--- config.mk ---
export PLATFORM = sky130hd
export DESIGN_NAME = tx4p_fifo
export DESIGN_NICKNAME = d
export VERILOG_FILES = /design/src/rtl/tx4p_fifo_pkg.sv /design/src/rtl/tx4p_fifo_sync_nff.sv /design/src/rtl/tx4p_fifo.sv
export SDC_FILE = /design/constraint.sdc
export NUM_CORES = 1
export LEC_CHECK = 0
export CAP_MARGIN = 20
export CORE_MARGIN = 2
export CORE_UTILIZATION = 55
export CTS_CLUSTER_SIZE = 12
export DETAILED_ROUTE_END_ITERATION = 6
export PLACE_DENSITY = 0.8
export SYNTH_ARGS = -nofsm -noshare
export SYNTH_HDL_FRONTEND = slang
export SYNTH_SLANG_ARGS = --single-unit
--- constraint.sdc ---
create_clock -name clk -period 4.9 [get_ports clk]
set_input_delay 0.735 -clock clk [delete_from_list [all_inputs] [get_ports clk]]
set_output_delay 0.735 -clock clk [all_outputs]
set_load 0.03 [all_outputs]
--- src/rtl/tx4p_fifo_pkg.sv ---
// Shared defaults and FSM state encoding for the FIFO-backed 4-phase transmitter.
package tx4p_fifo_pkg;

    localparam int DATA_WIDTH_DEF  = 8;
    localparam int SYNC_STAGES_DEF = 2;

    typedef enum logic [1:0] {
        ST_IDLE = 2'b00,
        ST_REQ  = 2'b01,
        ST_WACK = 2'b10
    } state_t;

endpackage

--- src/rtl/tx4p_fifo_sync_nff.sv ---
// N-flop level synchronizer for a single asynchronous control bit.
module tx4p_fifo_sync_nff
    import tx4p_fifo_pkg::*;
#(
    parameter int STAGES = SYNC_STAGES_DEF
) (
    input  logic clk,
    input  logic reset,
    input  logic d,
    output logic q
);

    logic [STAGES-1:0] sync_q;

    // NOTE: non-blocking assignments make every flop sample the pre-edge value; blocking here would collapse the chain into one flop.
    always_ff @(posedge clk or posedge reset) begin
        if (reset) begin
            sync_q <= '0;
        end else begin
            sync_q <= {sync_q[STAGES-2:0], d};
        end
    end

    assign q = sync_q[STAGES-1];

endmodule

--- src/rtl/tx4p_fifo.sv ---
// Transmitter: core writes into a DEPTH-entry FIFO, words leave over a 4-phase
// req/ack handshake with a synchronized ack, plus level, overflow and timeout status.
module tx4p_fifo
    import tx4p_fifo_pkg::*;
#(
    parameter int DATA_WIDTH  = DATA_WIDTH_DEF,
    parameter int DEPTH       = 4,
    parameter int SYNC_STAGES = SYNC_STAGES_DEF,
    parameter int ACK_TIMEOUT = 0
) (
    input  logic                       clk,
    input  logic                       reset,
    input  logic                       v,
    input  logic [DATA_WIDTH-1:0]      input_tx,
    output logic                       ready,
    output logic [$clog2(DEPTH):0]     count,
    input  logic                       ack,
    output logic [DATA_WIDTH-1:0]      output_tx,
    output logic                       req,
    output logic                       f,
    output logic                       ovf,
    output logic                       tmo
);

    localparam int PW = $clog2(DEPTH);
    localparam int CW = PW + 1;

    state_t                state_q, state_d;
    logic [DATA_WIDTH-1:0] mem_q [DEPTH];
    logic [PW-1:0]         wr_ptr_q, rd_ptr_q;
    logic [CW-1:0]         count_q, count_d;
    logic [DATA_WIDTH-1:0] out_q, out_d;
    logic                  req_q, req_d;
    logic                  f_q, ovf_q, a_prev_q, a_sync;
    logic                  full, push, pop;

    tx4p_fifo_sync_nff #(.STAGES(SYNC_STAGES)) u_ack_sync (
        .clk   (clk),
        .reset (reset),
        .d     (ack),
        .q     (a_sync)
    );

    // Full is taken from registered state only, so a same-cycle pop never frees a slot for the write.
    assign full = (count_q == CW'(DEPTH));
    assign push = v && !full;
    assign pop  = (state_q == ST_REQ) && a_sync;

    // NOTE: storage has no reset; entries are unreachable until written because count starts at zero.
    always_ff @(posedge clk) begin
        if (push) begin
            mem_q[wr_ptr_q] <= input_tx;
        end
    end

    // NOTE: every variable assigned in always_comb gets a default first so no latch is inferred.
    always_comb begin
        count_d = count_q;
        case ({push, pop})
            2'b10:   count_d = count_q + CW'(1);
            2'b01:   count_d = count_q - CW'(1);
            default: count_d = count_q;
        endcase
    end

    always_comb begin
        state_d = state_q;
        req_d   = req_q;
        out_d   = out_q;
        case (state_q)
            ST_IDLE: begin
                // A still-high ack is treated as an unfinished handshake.
                if (a_sync) begin
                    state_d = ST_WACK;
                end else if (count_q != '0) begin
                    state_d = ST_REQ;
                    req_d   = 1'b1;
                    out_d   = mem_q[rd_ptr_q];
                end
            end
            ST_REQ: begin
                if (a_sync) begin
                    state_d = ST_WACK;
                    req_d   = 1'b0;
                end
            end
            ST_WACK: begin
                req_d = 1'b0;
                if (!a_sync) begin
                    state_d = ST_IDLE;
                end
            end
            default: begin
                state_d = ST_IDLE;
                req_d   = 1'b0;
            end
        endcase
    end

    always_ff @(posedge clk or posedge reset) begin
        if (reset) begin
            state_q  <= ST_IDLE;
            wr_ptr_q <= '0;
            rd_ptr_q <= '0;
            count_q  <= '0;
            out_q    <= '0;
            req_q    <= 1'b0;
            f_q      <= 1'b0;
            ovf_q    <= 1'b0;
            a_prev_q <= 1'b0;
        end else begin
            state_q  <= state_d;
            count_q  <= count_d;
            out_q    <= out_d;
            req_q    <= req_d;
            a_prev_q <= a_sync;
            f_q      <= a_sync && !a_prev_q;
            ovf_q    <= ovf_q || (v && full);
            if (push) wr_ptr_q <= wr_ptr_q + PW'(1);
            if (pop)  rd_ptr_q <= rd_ptr_q + PW'(1);
        end
    end

    if (ACK_TIMEOUT > 0) begin : g_tmo
        localparam int TW = $clog2(ACK_TIMEOUT + 1);

        logic [TW-1:0] tmo_cnt_q, tmo_cnt_d;
        logic          tmo_q;

        // Counter restarts on entry to REQ and saturates at the limit.
        always_comb begin
            tmo_cnt_d = tmo_cnt_q;
            if (state_q != ST_REQ && state_d == ST_REQ) begin
                tmo_cnt_d = '0;
            end else if (state_q == ST_REQ && tmo_cnt_q != TW'(ACK_TIMEOUT)) begin
                tmo_cnt_d = tmo_cnt_q + TW'(1);
            end
        end

        always_ff @(posedge clk or posedge reset) begin
            if (reset) begin
                tmo_cnt_q <= '0;
                tmo_q     <= 1'b0;
            end else begin
                tmo_cnt_q <= tmo_cnt_d;
                tmo_q     <= tmo_q || (state_q == ST_REQ && tmo_cnt_d == TW'(ACK_TIMEOUT));
            end
        end

        assign tmo = tmo_q;
    end else begin : g_no_tmo
        assign tmo = 1'b0;
    end

    assign ready     = !full;
    assign count     = count_q;
    assign output_tx = out_q;
    assign req       = req_q;
    assign f         = f_q;
    assign ovf       = ovf_q;

endmodule

# == After elaboration in Yosys (flattened, before gate mapping) ==
# Memories as Yosys holds them, arrays and structs flattened. A register that Yosys moved wholly into a read port is not among the register bits.
# Cells that the tools add are included.
# totals
reg_bits,15
mem_bits_rw,32
input_bits,12
output_inout_bits,16
wordCells,50
n_memories,1
# classes
add_sub_neg,4
eq_ne,10
muxes,12
n_bitwise,1
reduce_logical,13
# memory_table
name,words,width,read_ports,rd_ports_with_merged_regs,wr,line_no,source
mem_q,4,8,1,1,1,tx4p_fifo.sv:29,logic [DATA_WIDTH-1:0] mem_q [DEPTH];
# op_table
op,count
AND reduction 3 bit,3
two-way mux 2 bit,4
"!= test 2 bit, second input constant",3
one-hot mux 2 bit (3 select lines),1
one-hot mux 3 bit (2 select lines),1
two-way mux 1 bit,5
"adder 2 x 1 -> 2 bit, second input constant",2
"== test 2 x 1 -> 1 bit, second input constant",2
"== test 2 bit, second input constant",2
logical AND 1 bit,4
"adder 3 x 1 -> 3 bit, second input constant",1
"== test 3 bit, second input constant",1
"!= test 3 x 2 -> 1 bit, second input constant",1
nonzero test 3 bit,1
"subtractor 3 x 1 -> 3 bit, second input constant",1
logical NOT 1 bit,2
logical NOT 2 bit,1
"!= test 2 x 1 -> 1 bit, second input constant",1
one-hot mux 1 bit (2 select lines),1
nonzero test 2 bit,1
logical OR 1 bit,1
inverter 1 bit,1

# == Depth between registers and ports, before layout ==
# logic_depth
word_depth,5
ltp_mapped,9
mapped_depth_nobuf,9

# == Cells and area by module ==
# Synthesis repeated with hierarchy kept, for this count alone.
# hier_totals
hier_cells,116
hier_area_um2,2147.1
# modules_own_cells
module,n_inst,cells_each,area_each_um2,seq_area_each_um2
tx4p_fifo,1,113,2093.3,1486.4
tx4p_fifo_sync_nff,1,3,53.8,50.0

# == Worst setup path after synthesis ==
# Ideal clock, no wire load.
# synth_path
kind,reg-to-reg
from,"register count_q[2], in the netlist count[2]"
to,"register count_q[2], in the netlist count[2]"
setup_ps,80
arrival_time_ps,2043
required_time_ps,4820
path_slack_ps,2777
stages_incl_launch_ff,10
path_buffers,0
period_less_slack_ps,2123
cell_sequence,dfrtp_1 > nor3b_1 > nor2b_1 > inv_1 > ha_1 > inv_1 > fa_1 > xor2_1 > nor2_1 > xor2_1
# synth_between
elab_chain_cells,5
word_cells_on_any_way,9
classes_between,add/sub (2); eq/ne (3); mux (1); reduce/logical (3)
# synth_lines
item,line_no,source
start: declaration,tx4p_fifo.sv:31,"logic [CW-1:0] count_q, count_d;"
start signal: assignment,tx4p_fifo.sv:113,count_q <= count_d;
== test 3 bit,tx4p_fifo.sv:45,assign full = (count_q == CW'(DEPTH));
logical NOT 1 bit,tx4p_fifo.sv:46,assign push = v && !full;
logical AND 1 bit,tx4p_fifo.sv:46,
== test 2 x 1 -> 1 bit / == test 2 bit (equally long branches),tx4p_fifo.sv:59,"case ({push, pop})"
one-hot mux 3 bit (2 select lines) / nonzero test 2 bit (equally long branches),n/a,
# Parallel ways exist; a longest one is shown, timed or not.
# A chain may end at the register's enable or synchronous reset.

# == Final worst setup path ==
# layout_path
from,"register count_q[0], in the netlist count[0]"
to,output port ready
# layout_between
elab_chain_cells,2
# layout_lines
item,line_no,source
== test 3 bit,tx4p_fifo.sv:45,
logical NOT 1 bit,tx4p_fifo.sv:155,assign ready = !full;
end: declaration,tx4p_fifo.sv:15,"output logic ready,"
# Every way passes these cells.

==> flow_summary.html <==
<table>
<tr><th>Metric</th><th>Value</th></tr>
<tr><th colspan="2">Outcome</th></tr>
<tr><td>Outcome</td><td>finished clean</td></tr>
<tr><th colspan="2">Worst setup path</th></tr>
<tr><td>Start-to-end type of the worst setup path</td><td>register to output pin</td></tr>
<tr><td>Worst-path maximum fanout</td><td>5</td></tr>
<tr><td>Kind of start point of the critical path</td><td>register</td></tr>
<tr><td>Worst path bufs/invs</td><td>2</td></tr>
<tr><td>Critical path, cell by cell</td><td>nor3b_1 &gt; inv_1 &gt; clkdlybuf4s50_1</td></tr>
<tr><td>Worst stage delay on the critical path</td><td>600 ps</td></tr>
<tr><td>Crit path required time</td><td>4160 ps</td></tr>
<tr><td>Category of the worst setup path capture point</td><td>output pin</td></tr>
<tr><td>Crit path max-delay family</td><td>buffers and inverters</td></tr>
<tr><td>Arrival time reported for the critical path endpoint</td><td>1800 ps</td></tr>
<tr><td>Cell type of the slowest stage on the worst timing path</td><td>sky130_fd_sc_hd__clkdlybuf4s50_1</td></tr>
<tr><th colspan="2">Route</th></tr>
<tr><td>First drt pass iteration count</td><td>4</td></tr>
<tr><td>DR vias/cell</td><td>5.38</td></tr>
<tr><td>Total via count in the routed design</td><td>1044</td></tr>
<tr><td>WL final</td><td>3240 um</td></tr>
<tr><td>Starting DRT DRC Count</td><td>27</td></tr>
<tr><td>Final routed wire length divided by cell count</td><td>16.7 um</td></tr>
<tr><td>Number of nets with antenna violations after detailed routing</td><td>0</td></tr>
<tr><td>DRC violation count after routing</td><td>0</td></tr>
<tr><th colspan="2">CTS</th></tr>
<tr><td>Clock net sink count</td><td>55</td></tr>
<tr><td>Number of H-tree branching levels</td><td>2</td></tr>
<tr><td>Total CTS buffers</td><td>5</td></tr>
<tr><td>TritonCTS clock tree</td><td>built</td></tr>
<tr><td># hold bufs at CTS</td><td>0</td></tr>
<tr><td>Largest buffer count on any clock path</td><td>2</td></tr>
<tr><td>Number of instances resized during post-cts repair</td><td>0</td></tr>
<tr><td>CTS Root Cell</td><td>sky130_fd_sc_hd__clkbuf_8</td></tr>
<tr><td>Setup repair bufs after CTS</td><td>0</td></tr>
<tr><td>Later-pin clock latency in the skew report</td><td>300 ps</td></tr>
<tr><td>Clk slew on worst S/H paths</td><td>90 ps</td></tr>
<tr><th colspan="2">Timing</th></tr>
<tr><td>Hold Violations, Final</td><td>0</td></tr>
<tr><td>Share of the clock period used by the worst path after layout</td><td>51.7%</td></tr>
<tr><td>Post-route clock skew</td><td>6.51 ps</td></tr>
<tr><td>Total negative slack</td><td>0 ps</td></tr>
<tr><td>Worst max-slew margin expressed relative to the limit</td><td>38.9%</td></tr>
<tr><td>Fmax</td><td>0.394 GHz</td></tr>
<tr><td>Final count of pins violating max slew</td><td>0</td></tr>
<tr><td>Worst Max-Slew Pin Slew</td><td>916 ps</td></tr>
<tr><td>Final Setup Violations</td><td>0</td></tr>
<tr><td>RSZ-0062 raised after global routing</td><td>false</td></tr>
<tr><td>Clock period minus worst slack</td><td>2540 ps</td></tr>
<tr><th colspan="2">Cells and area</th></tr>
<tr><td>Share of final-layout standard cells stronger than drive strength 1</td><td>18.5%</td></tr>
<tr><td>Final standard cell utilization of the core</td><td>68.8%</td></tr>
<tr><td>Synthesis-to-layout area growth</td><td>19.3%</td></tr>
<tr><td>Post-route non-filler standard cell count</td><td>194</td></tr>
<tr><td>Layout fillers</td><td>251</td></tr>
<tr><td>Antenna diodes</td><td>0</td></tr>
<tr><td># nets final</td><td>163</td></tr>
<tr><th colspan="2">Global route</th></tr>
<tr><td>Global-route congestion overflow total</td><td>0</td></tr>
<tr><td>Vias in the first global route</td><td>1132</td></tr>
<tr><td>Number of antenna violations at the first check in global routing</td><td>0</td></tr>
<tr><td>First-pass GRT wire length</td><td>5400 um</td></tr>
<tr><td>Maximum number of pins on one net before global-route repair</td><td>24</td></tr>
<tr><td>Combined global-route utilization of all metal layers</td><td>18.0%</td></tr>
<tr><th colspan="2">Power</th></tr>
<tr><td>Overall power consumption</td><td>1520 uW</td></tr>
<tr><td>PwrDens</td><td>596 nW/um^2</td></tr>
<tr><td>Static leakage power</td><td>0.000964 uW</td></tr>
<tr><td>Max IR drop VDD</td><td>341 uV</td></tr>
<tr><th colspan="2">Placed design</th></tr>
<tr><td>IO buf count</td><td>26</td></tr>
<tr><td>Instance count after placement with tap cells included</td><td>186</td></tr>
<tr><td>Detailed placer's ending HPWL</td><td>2250 um</td></tr>
<tr><td>Routability congestion estimate</td><td>0.667</td></tr>
<tr><th colspan="2">Die</th></tr>
<tr><td>Initial Utilization</td><td>57.7%</td></tr>
<tr><td>Die height</td><td>66.4 um</td></tr>
<tr><td>Total I/O pin count</td><td>28</td></tr>
<tr><td>Count of standard-cell rows</td><td>22</td></tr>
<tr><td>Core footprint</td><td>3720 sq um</td></tr>
<tr><td>Die X-Extent</td><td>66.4 um</td></tr>
<tr><td>Full die area</td><td>4410 sq um</td></tr>
<tr><th colspan="2">Synth</th></tr>
<tr><td>Ranking of synthesized cells by area</td><td>sky130_fd_sc_hd__edfxtp_1 45%, sky130_fd_sc_hd__dfrtp_1 27%, sky130_fd_sc_hd__mux4_2 8.4%, sky130_fd_sc_hd__mux2_2 4.7%, sky130_fd_sc_hd__ha_1 2.9%</td></tr>
<tr><td>Count of different cell masters after synthesis</td><td>26</td></tr>
<tr><td>Area fraction of the dominant cell type after synthesis</td><td>44.8%</td></tr>
<tr><td>Number of nets in the synthesized netlist</td><td>133</td></tr>
<tr><td>Post-Synthesis Cell Area</td><td>2140 sq um</td></tr>
<tr><td>Total number of yosys warnings</td><td>0</td></tr>
<tr><td>Cell taking the most area after synthesis</td><td>sky130_fd_sc_hd__edfxtp_1</td></tr>
<tr><td>Cells after Synth</td><td>115</td></tr>
<tr><td>Synthesized area divided by synthesized cell count</td><td>18.6 sq um</td></tr>
<tr><td>Part of the Yosys area used for sequential elements</td><td>71.7%</td></tr>
<tr><td>Flops &amp; latches, synth</td><td>55</td></tr>
<tr><th colspan="2">Flow run</th></tr>
<tr><td>Max Cap Viol</td><td>0</td></tr>
<tr><th colspan="2">Min path</th></tr>
<tr><td>Path category of the worst min-delay check</td><td>register to register</td></tr>
</table>
power by group:
part / internal (uW) / switching (uW) / total [uW]
combinational: 256 / 253 / 509
sequential: 623 / 98.8 / 722
clock: 152 / 141 / 293
total: 1030 / 492 / 1520
final timing paths:
path | start | end | slack, ps | cells past startpoint
max reg2reg | count[0] | count[2] | 2660 | 9
max | count[0] | ready | 2360 | 3
min reg2reg | u_ack_sync.sync_q[0] | u_ack_sync.sync_q[1] | 350 | 0
min | u_ack_sync.sync_q[0] | u_ack_sync.sync_q[1] | 350 | 0
min in group asynchronous | reset | output_tx[6] | 930 | 2
max in group asynchronous | reset | ovf | 3410 | 2
metal layers:
metal	part of all wire, %	track usage, %	routed length (um)
met2	52	30.3	1690
met3	4.5	6.13	145
met5	0	0	0
met4	1.7	7.65	55
met1	42	20.9	1350
cell type report:
class / count / area [sq um] / area share (%)
clock inverters: 3 / 43.8 / 1.71
well taps: 48 / 60.1 / 2.35
inverters: 9 / 33.8 / 1.32
flip-flops and latches: 55 / 1540 / 60.1
repair buffers: 26 / 260 / 10.2
multi-input cells: 48 / 554 / 21.7
clock buffers: 5 / 68.8 / 2.69
cells by family after synthesis:
group,after synthesis,share of synthesized area (%)
flops,55,71.7
mux,18,13.6
simple gates,12,4.14
buf+inv,12,2.45
fa+ha+maj,6,3.85
xor+xnor,6,2.45
compound gates,5,1.63
other cells,1,0.175
stage by stage:
stage                     hold slack (ps)  setup slack, ps  cell area, sq um
after floorplan                       331             2780              2140
after global placement                332             2360              2440
after detailed placement              336             2260              2440
after CTS                             355             2330              2560
after global routing                  370             2230              2560
final                                 350             2360              2560
Yosys cell counts:
master	number
sky130_fd_sc_hd__a211oi_1	1
sky130_fd_sc_hd__a21boi_0	1
sky130_fd_sc_hd__a21o_1	1
sky130_fd_sc_hd__a21oi_1	1
sky130_fd_sc_hd__and2_1	4
sky130_fd_sc_hd__and3b_2	1
sky130_fd_sc_hd__buf_1	1
sky130_fd_sc_hd__buf_4	2
sky130_fd_sc_hd__conb_1	1
sky130_fd_sc_hd__dfrtp_1	23
sky130_fd_sc_hd__edfxtp_1	32
sky130_fd_sc_hd__fa_1	1
sky130_fd_sc_hd__ha_1	5
sky130_fd_sc_hd__inv_1	9
sky130_fd_sc_hd__mux2_2	9
sky130_fd_sc_hd__mux2i_1	1
sky130_fd_sc_hd__mux4_2	8
sky130_fd_sc_hd__nand2_1	1
sky130_fd_sc_hd__nor2_1	1
sky130_fd_sc_hd__nor2b_1	2
sky130_fd_sc_hd__nor3_1	1
sky130_fd_sc_hd__nor3b_1	1
sky130_fd_sc_hd__nor4_4	1
sky130_fd_sc_hd__o21a_1	1
sky130_fd_sc_hd__xnor2_1	3
sky130_fd_sc_hd__xor2_1	3
worst reg2reg max path, stage by stage, from the launching register on:
cell and delay, ps:
sky130_fd_sc_hd__dfrtp_1 440, sky130_fd_sc_hd__nor3b_1 390, sky130_fd_sc_hd__nor2b_1 210, sky130_fd_sc_hd__inv_1 100, sky130_fd_sc_hd__ha_1 180, sky130_fd_sc_hd__inv_1 60
sky130_fd_sc_hd__fa_1 370, sky130_fd_sc_hd__xor2_1 150, sky130_fd_sc_hd__nor2_1 110, sky130_fd_sc_hd__xor2_1 170
cell usage in the layout (no fill, tap or decap), types with 2 or more instances in the layout:
cell type and count:
sky130_fd_sc_hd__mux2_2 9, sky130_fd_sc_hd__and2_1 4, sky130_fd_sc_hd__dfrtp_1 23, sky130_fd_sc_hd__nor2b_1 2, sky130_fd_sc_hd__clkbuf_8 5, sky130_fd_sc_hd__edfxtp_1 32
sky130_fd_sc_hd__mux4_2 8, sky130_fd_sc_hd__xnor2_1 3, sky130_fd_sc_hd__ha_1 5, sky130_fd_sc_hd__xor2_1 3, sky130_fd_sc_hd__clkdlybuf4s50_1 26, sky130_fd_sc_hd__inv_1 9
sequential cells by signal, summed over array words and instances (netlist names):
| name | count |
|---|---|
| mem_q | 32 |
| output_tx | 8 |
| count | 3 |
| rd_ptr_q | 2 |
| state_q | 2 |
| u_ack_sync.sync_q | 2 |
| wr_ptr_q | 2 |
| a_prev_q | 1 |
| f | 1 |
| ovf | 1 |
| req | 1 |
(Power assumes the default switching activity.)
==> edit 1, RTL diff (config.mk and constraints unchanged) <==
Register the output `ovf` once more, with the module's reset; this adds one clock of latency there. The other outputs are not delayed to match.
--- a/src/rtl/tx4p_fifo.sv
+++ b/src/rtl/tx4p_fifo.sv
@@ -159,3 +159,9 @@
     assign f         = f_q;
-    assign ovf       = ovf_q;
+    always_ff @(posedge clk or posedge reset) begin
+        if (reset) begin
+            ovf <= '0;
+        end else begin
+            ovf <= ovf_q;
+        end
+    end
 
Function: changed (a bounded check fails within 10 cycles, from zero or initial values and one cycle with reset high).
==> edit 1 against the original RTL <==
  * Sequential share of layout area decreased by 0.11 points
  * Wire length decreased by 1.1%
  * Sequential cell count increased by 1
  * Setup slack got worse by 5.2 ps
  * Critical path depth did not move
  * Area after synthesis up 1.2%
  * Hold slack better by 9.8 ps
  * Non-clock buffer count up 1
  * Total power up 0.56%
  * Count of clock-buffer cells in the layout increased by 2
  * Clock power decreased by 2%
  * Final area rose by 1.8%
  * Fmax down 0.21%
  * Via count up 0.67%
  * Largest cell class unchanged
  * Largest power group unchanged
==> edit 1: results (changes against the original RTL) <==
place_congestion: 0.665  # -0.31%
power.leakage_nw: 0.981  # +1.7%
grt_usage_pct: 17.3  # -0.63 points
hpwl_mm: 2.17  # -3.2%
ir_drop_uv: 487  # +43%
syn-num-nets: 134  # +0.75%
nets: 165  # +1.2%
syn_avg_cell_area_um2: 18.7  # +0.30%
worst-slew-pin-transition_ps: 655  # -260 ps
wl_per_cell_um: 16.3  # -2.1%
stdcell_count: 196  # +1.0%
place_inst: 187  # +0.54%
grtUsageMet2_pct: 28.9  # -1.4 points
yosysUniqueCellTypes: 26  # unchanged
synth.yosys.seq_area_share_pct: 72.0  # +0.33 points
synthTopCellsByArea: "edfxtp_1 (44%), dfrtp_1 (28%), mux4_2 (8.3%)"
io_buffers: 26  # unchanged
grtUsageMet1_pct: 20.1  # -0.71 points
yosysWarnings: 0  # unchanged
grt.met3_usage_pct: 4.73  # -1.4 points
status: "finished clean"
crit_fanout: 4  # -1
grt_pass1_vias: 1143  # +0.97%
grt_pass1_wl_mm: 5.31  # -1.8%
async_flop_share_pct: 42.9  # +1.0 points
top_register: "mem_q"
final_layout_size_suffix_gt1_share_pct: 17.6  # -0.93 points
ctsHtreeMaxLevel: 2  # unchanged
grt_max_degree: 25  # +4.2%
cp-endpoint: "ready"
synth_common_cells: "edfxtp_1 (32), dfrtp_1 (24), inv_1 (9), mux2_2 (9), mux4_2 (8)"
ff2ff_setup_slack_ps: 2670  # about the same
avgViaCountPerCell: 5.36  # -0.36%
crit_start: "count[1]$_DFFE_PP0P_"
critPathSlowestCell: "clkdlybuf4s50_1"
cts_root_buf: "clkbuf_8"
drtIter0Drc: 32  # +19%
skew_ps: 10.3  # +3.84 ps
## edit 1: final cells by class
class,instances,area [um2]
Multi-Input combinational cell,48,554
Clock inverter,1,30.0
Sequential cell,56,1560
Timing Repair Buffer,27,288
Tap cell,48,60.1
Clock buffer,7,76.3
Fill cell,251,1110
Inverter,9,33.8
## edit 1: metal layers
metal / up-vias / routed length, um
met3: 7 / 150
met2: 22 / 1660
met4: 0 / 80
li1: 480 / -
met5: - / 0
met1: 542 / 1310
## edit 1: worst min-delay path by stage
stage / to / slack (ps) / cells past startpoint
after floorplan: u_ack_sync.sync_q[1]$_DFF_PP0_ / 330 / 0
after global placement: u_ack_sync.sync_q[1]$_DFF_PP0_ / 330 / 0
after detailed placement: u_ack_sync.sync_q[1]$_DFF_PP0_ / 340 / 0
after CTS: u_ack_sync.sync_q[1]$_DFF_PP0_ / 360 / 0
after global routing: u_ack_sync.sync_q[1]$_DFF_PP0_ / 370 / 0
final: u_ack_sync.sync_q[1]$_DFF_PP0_ / 360 / 0
## edit 1: power breakdown
group	leakage (nW)	internal, W	switching [W]	total [W]
clock network	0.0524	0.000153	0.000135	0.000288
registers	0.574	0.000636	0.0000964	0.000732
logic	0.354	0.000259	0.000253	0.000512
total	0.981	0.00105	0.000485	0.00153
## edit 1: worst reg2reg max path: cells and delay by family (launching register included)
kind                     cells  cell delay [ps]
XOR/XNOR                     2              290
adder cells (fa/ha/maj)      2              560
buffers and inverters        2              160
flip-flops                   1              420
AND/OR/NAND/NOR              3              720
## edit 1: cells by family after synthesis
logic type / Yosys count / synth area share (%)
flip-flops: 56 / 72.0
XOR/XNOR: 6 / 2.42
other: 1 / 0.173
buffers and inverters: 12 / 2.42
multiplexers: 18 / 13.4
AND/OR/NAND/NOR: 12 / 4.10
AO/OA/AOI/OAI: 5 / 1.62
adder cells (fa/ha/maj): 6 / 3.81
## edit 1: per-stage QoR
step | hold slack [ps] | setup slack, ps | area (um2) | power, W
final | 360 | 2360 | 2600 | 0.00153
after global routing | 374 | 2250 | 2600 | 0.00162
after CTS | 362 | 2360 | 2580 | 0.00155
after detailed placement | 341 | 2270 | 2470 | 0.00127
after global placement | 332 | 2360 | 2470 | 0.00124
after floorplan | 331 | 2780 | 2170 | 0.00108
==> edit 2, RTL diff (same flow settings) <==
Made on the original files. `DEPTH`: 4 -> 8. Comments in the files are not updated.
--- a/src/rtl/tx4p_fifo.sv
+++ b/src/rtl/tx4p_fifo.sv
@@ -6,3 +6,3 @@
     parameter int DATA_WIDTH  = DATA_WIDTH_DEF,
-    parameter int DEPTH       = 4,
+    parameter int DEPTH       = 8,
     parameter int SYNC_STAGES = SYNC_STAGES_DEF,
Ports: changed (resized count); port bits go from 28 to 29. The function was not compared with the original's and may differ.
==> edit 2 against the original RTL <==
  * Total power is 60% higher
  * First-iteration DRC count rose to 6.1 times the old value
  * Sequential share of layout area is 1.5 points higher
  * Final area is 63% higher
  * Setup slack worse by 210 ps
  * Die area rose by 65%
  * Core utilization down 3.4 points
  * Clock skew increased by 7.4 ps
  * Wire length increased by 80%
  * Area after synthesis rose by 70%
  * Highest routed layer unchanged
  * Sequential cell count is 35 higher
  * Synthesized cell count increased by 76%
  * Cell count is 63% higher
  * Combinational power increased by 36%
==> edit 2: results (changes against the original RTL) <==
status: "finished clean"
timing.final.ws_setup_ps: 2150  # -213 ps
drtIter0Drc: 165  # +510%
fillers: 442  # +76%
grt_max_degree: 27  # +13%
final_layout_size_suffix_gt1_share_pct: 15.9  # -2.6 points
totalWireLength_mm: 5.83  # +80%
grt_pass1_vias: 1746  # +54%
nets: 251  # +54%
synth.yosys.seq_area_share_pct: 70.8  # -0.94 points
inv_count: 4  # -5
stdcell_count: 316  # +63%
fin_hold_ws_ps: 365  # +15.3 ps
num_vias: 1783  # +71%
slew_headroom_pct: 34.7  # -4.2 points
seqCellArea_um2: 2570  # +67%
power.leakage_nw: 1.52  # +57%
multiInputGateArea_um2: 938  # +69%
dp_slack_ps: 2220  # -40.1 ps
largest_reg_flops: 64  # +100%
arrival_ps: 2010  # +210 ps
grt_pass1_wl_mm: 9.40  # +74%
dr.pass1.iters: 5  # +1
pwr-share-clk_pct: 24.5  # +5.3 points
sw_frac_of_total_pct: 31.5  # -0.82 points
clock_area_share_pct: 5.78  # +1.4 points
insertion_delay_ps: 360  # +60 ps
postLayoutCoreUtil_pct: 65.4  # -3.4 points
ctsHtreeMaxLevel: 3  # +1
grt_usage_pct: 17.7  # -0.22 points
synth_common_cells: "edfxtp_1 (64), dfrtp_1 (26), nand2_1 (18)"
hpwl_mm: 3.73  # +66%
combPwrFrac_pct: 28.4  # -5.0 points
multi_input_area_share_pct: 22.5  # +0.80 points
yosysUniqueCellTypes: 37  # +42%
place_inst: 299  # +61%
ff2ff_setup_slack_ps: 2440  # -220 ps
io_buffers: 27  # +3.8%
rr_worst_depth: 10  # +1
signal_buffers: 30  # +15%
syn_avg_cell_area_um2: 18.0  # -3.4%
buffer_area_share_pct: 7.49  # -2.7 points
synth_edf_count: 64  # +100%
async_flop_share_pct: 28.9  # -13 points
crit_fanout: 7  # +2
powerDensity_nw_per_um2: 584  # -2.0%
nMultiInputCombCells: 99  # +110%
synthTopCellsByArea: "edfxtp_1 (53%), dfrtp_1 (18%), mux4_2 (6.2%)"
ir_drop_uv: 344  # +1.1%
cp-endpoint: "ready"
skew_ps: 13.9  # +7.40 ps
place_area_um2: 3910  # +60%
cts.sinks: 90  # +64%
-- edit 2: cell count changes in the layout (fill, tap and decap cells not counted), sizes merged, moves of 4 or more --
cell	delta
o21ai	+9
inv	-4
nand2b	+4
mux4	+8
nand2	+18
clkbuf	+5
mux2	-7
nor2	+10
edfxtp	+32
mux2i	+7
-- edit 2: metal layers --
layer	GRT usage (%)	up-vias	routed length [um]
met5	0	-	0
met4	8.08	0	115
met3	4.18	12	271
met2	26.8	49	2780
met1	24.9	888	2670
li1	-	834	-
-- edit 2: logic make-up (layout without fill, tap and decap cells) --
kind of cell	Yosys count	count (layout)	synth area share (%)
xor+xnor	8	8	1.93
mux	26	26	13.4
other cells	1	1	0.103
buf+inv	13	50	3.44
simple gates	43	43	5.88
flops	90	90	70.7
compound gates	16	16	2.82
fa+ha+maj	5	5	1.72
-- edit 2: critical path, cell delays in order, from the launching register on --
cell,delay (ps)
dfrtp_1,470
or4b_4,580
clkdlybuf4s50_1,610
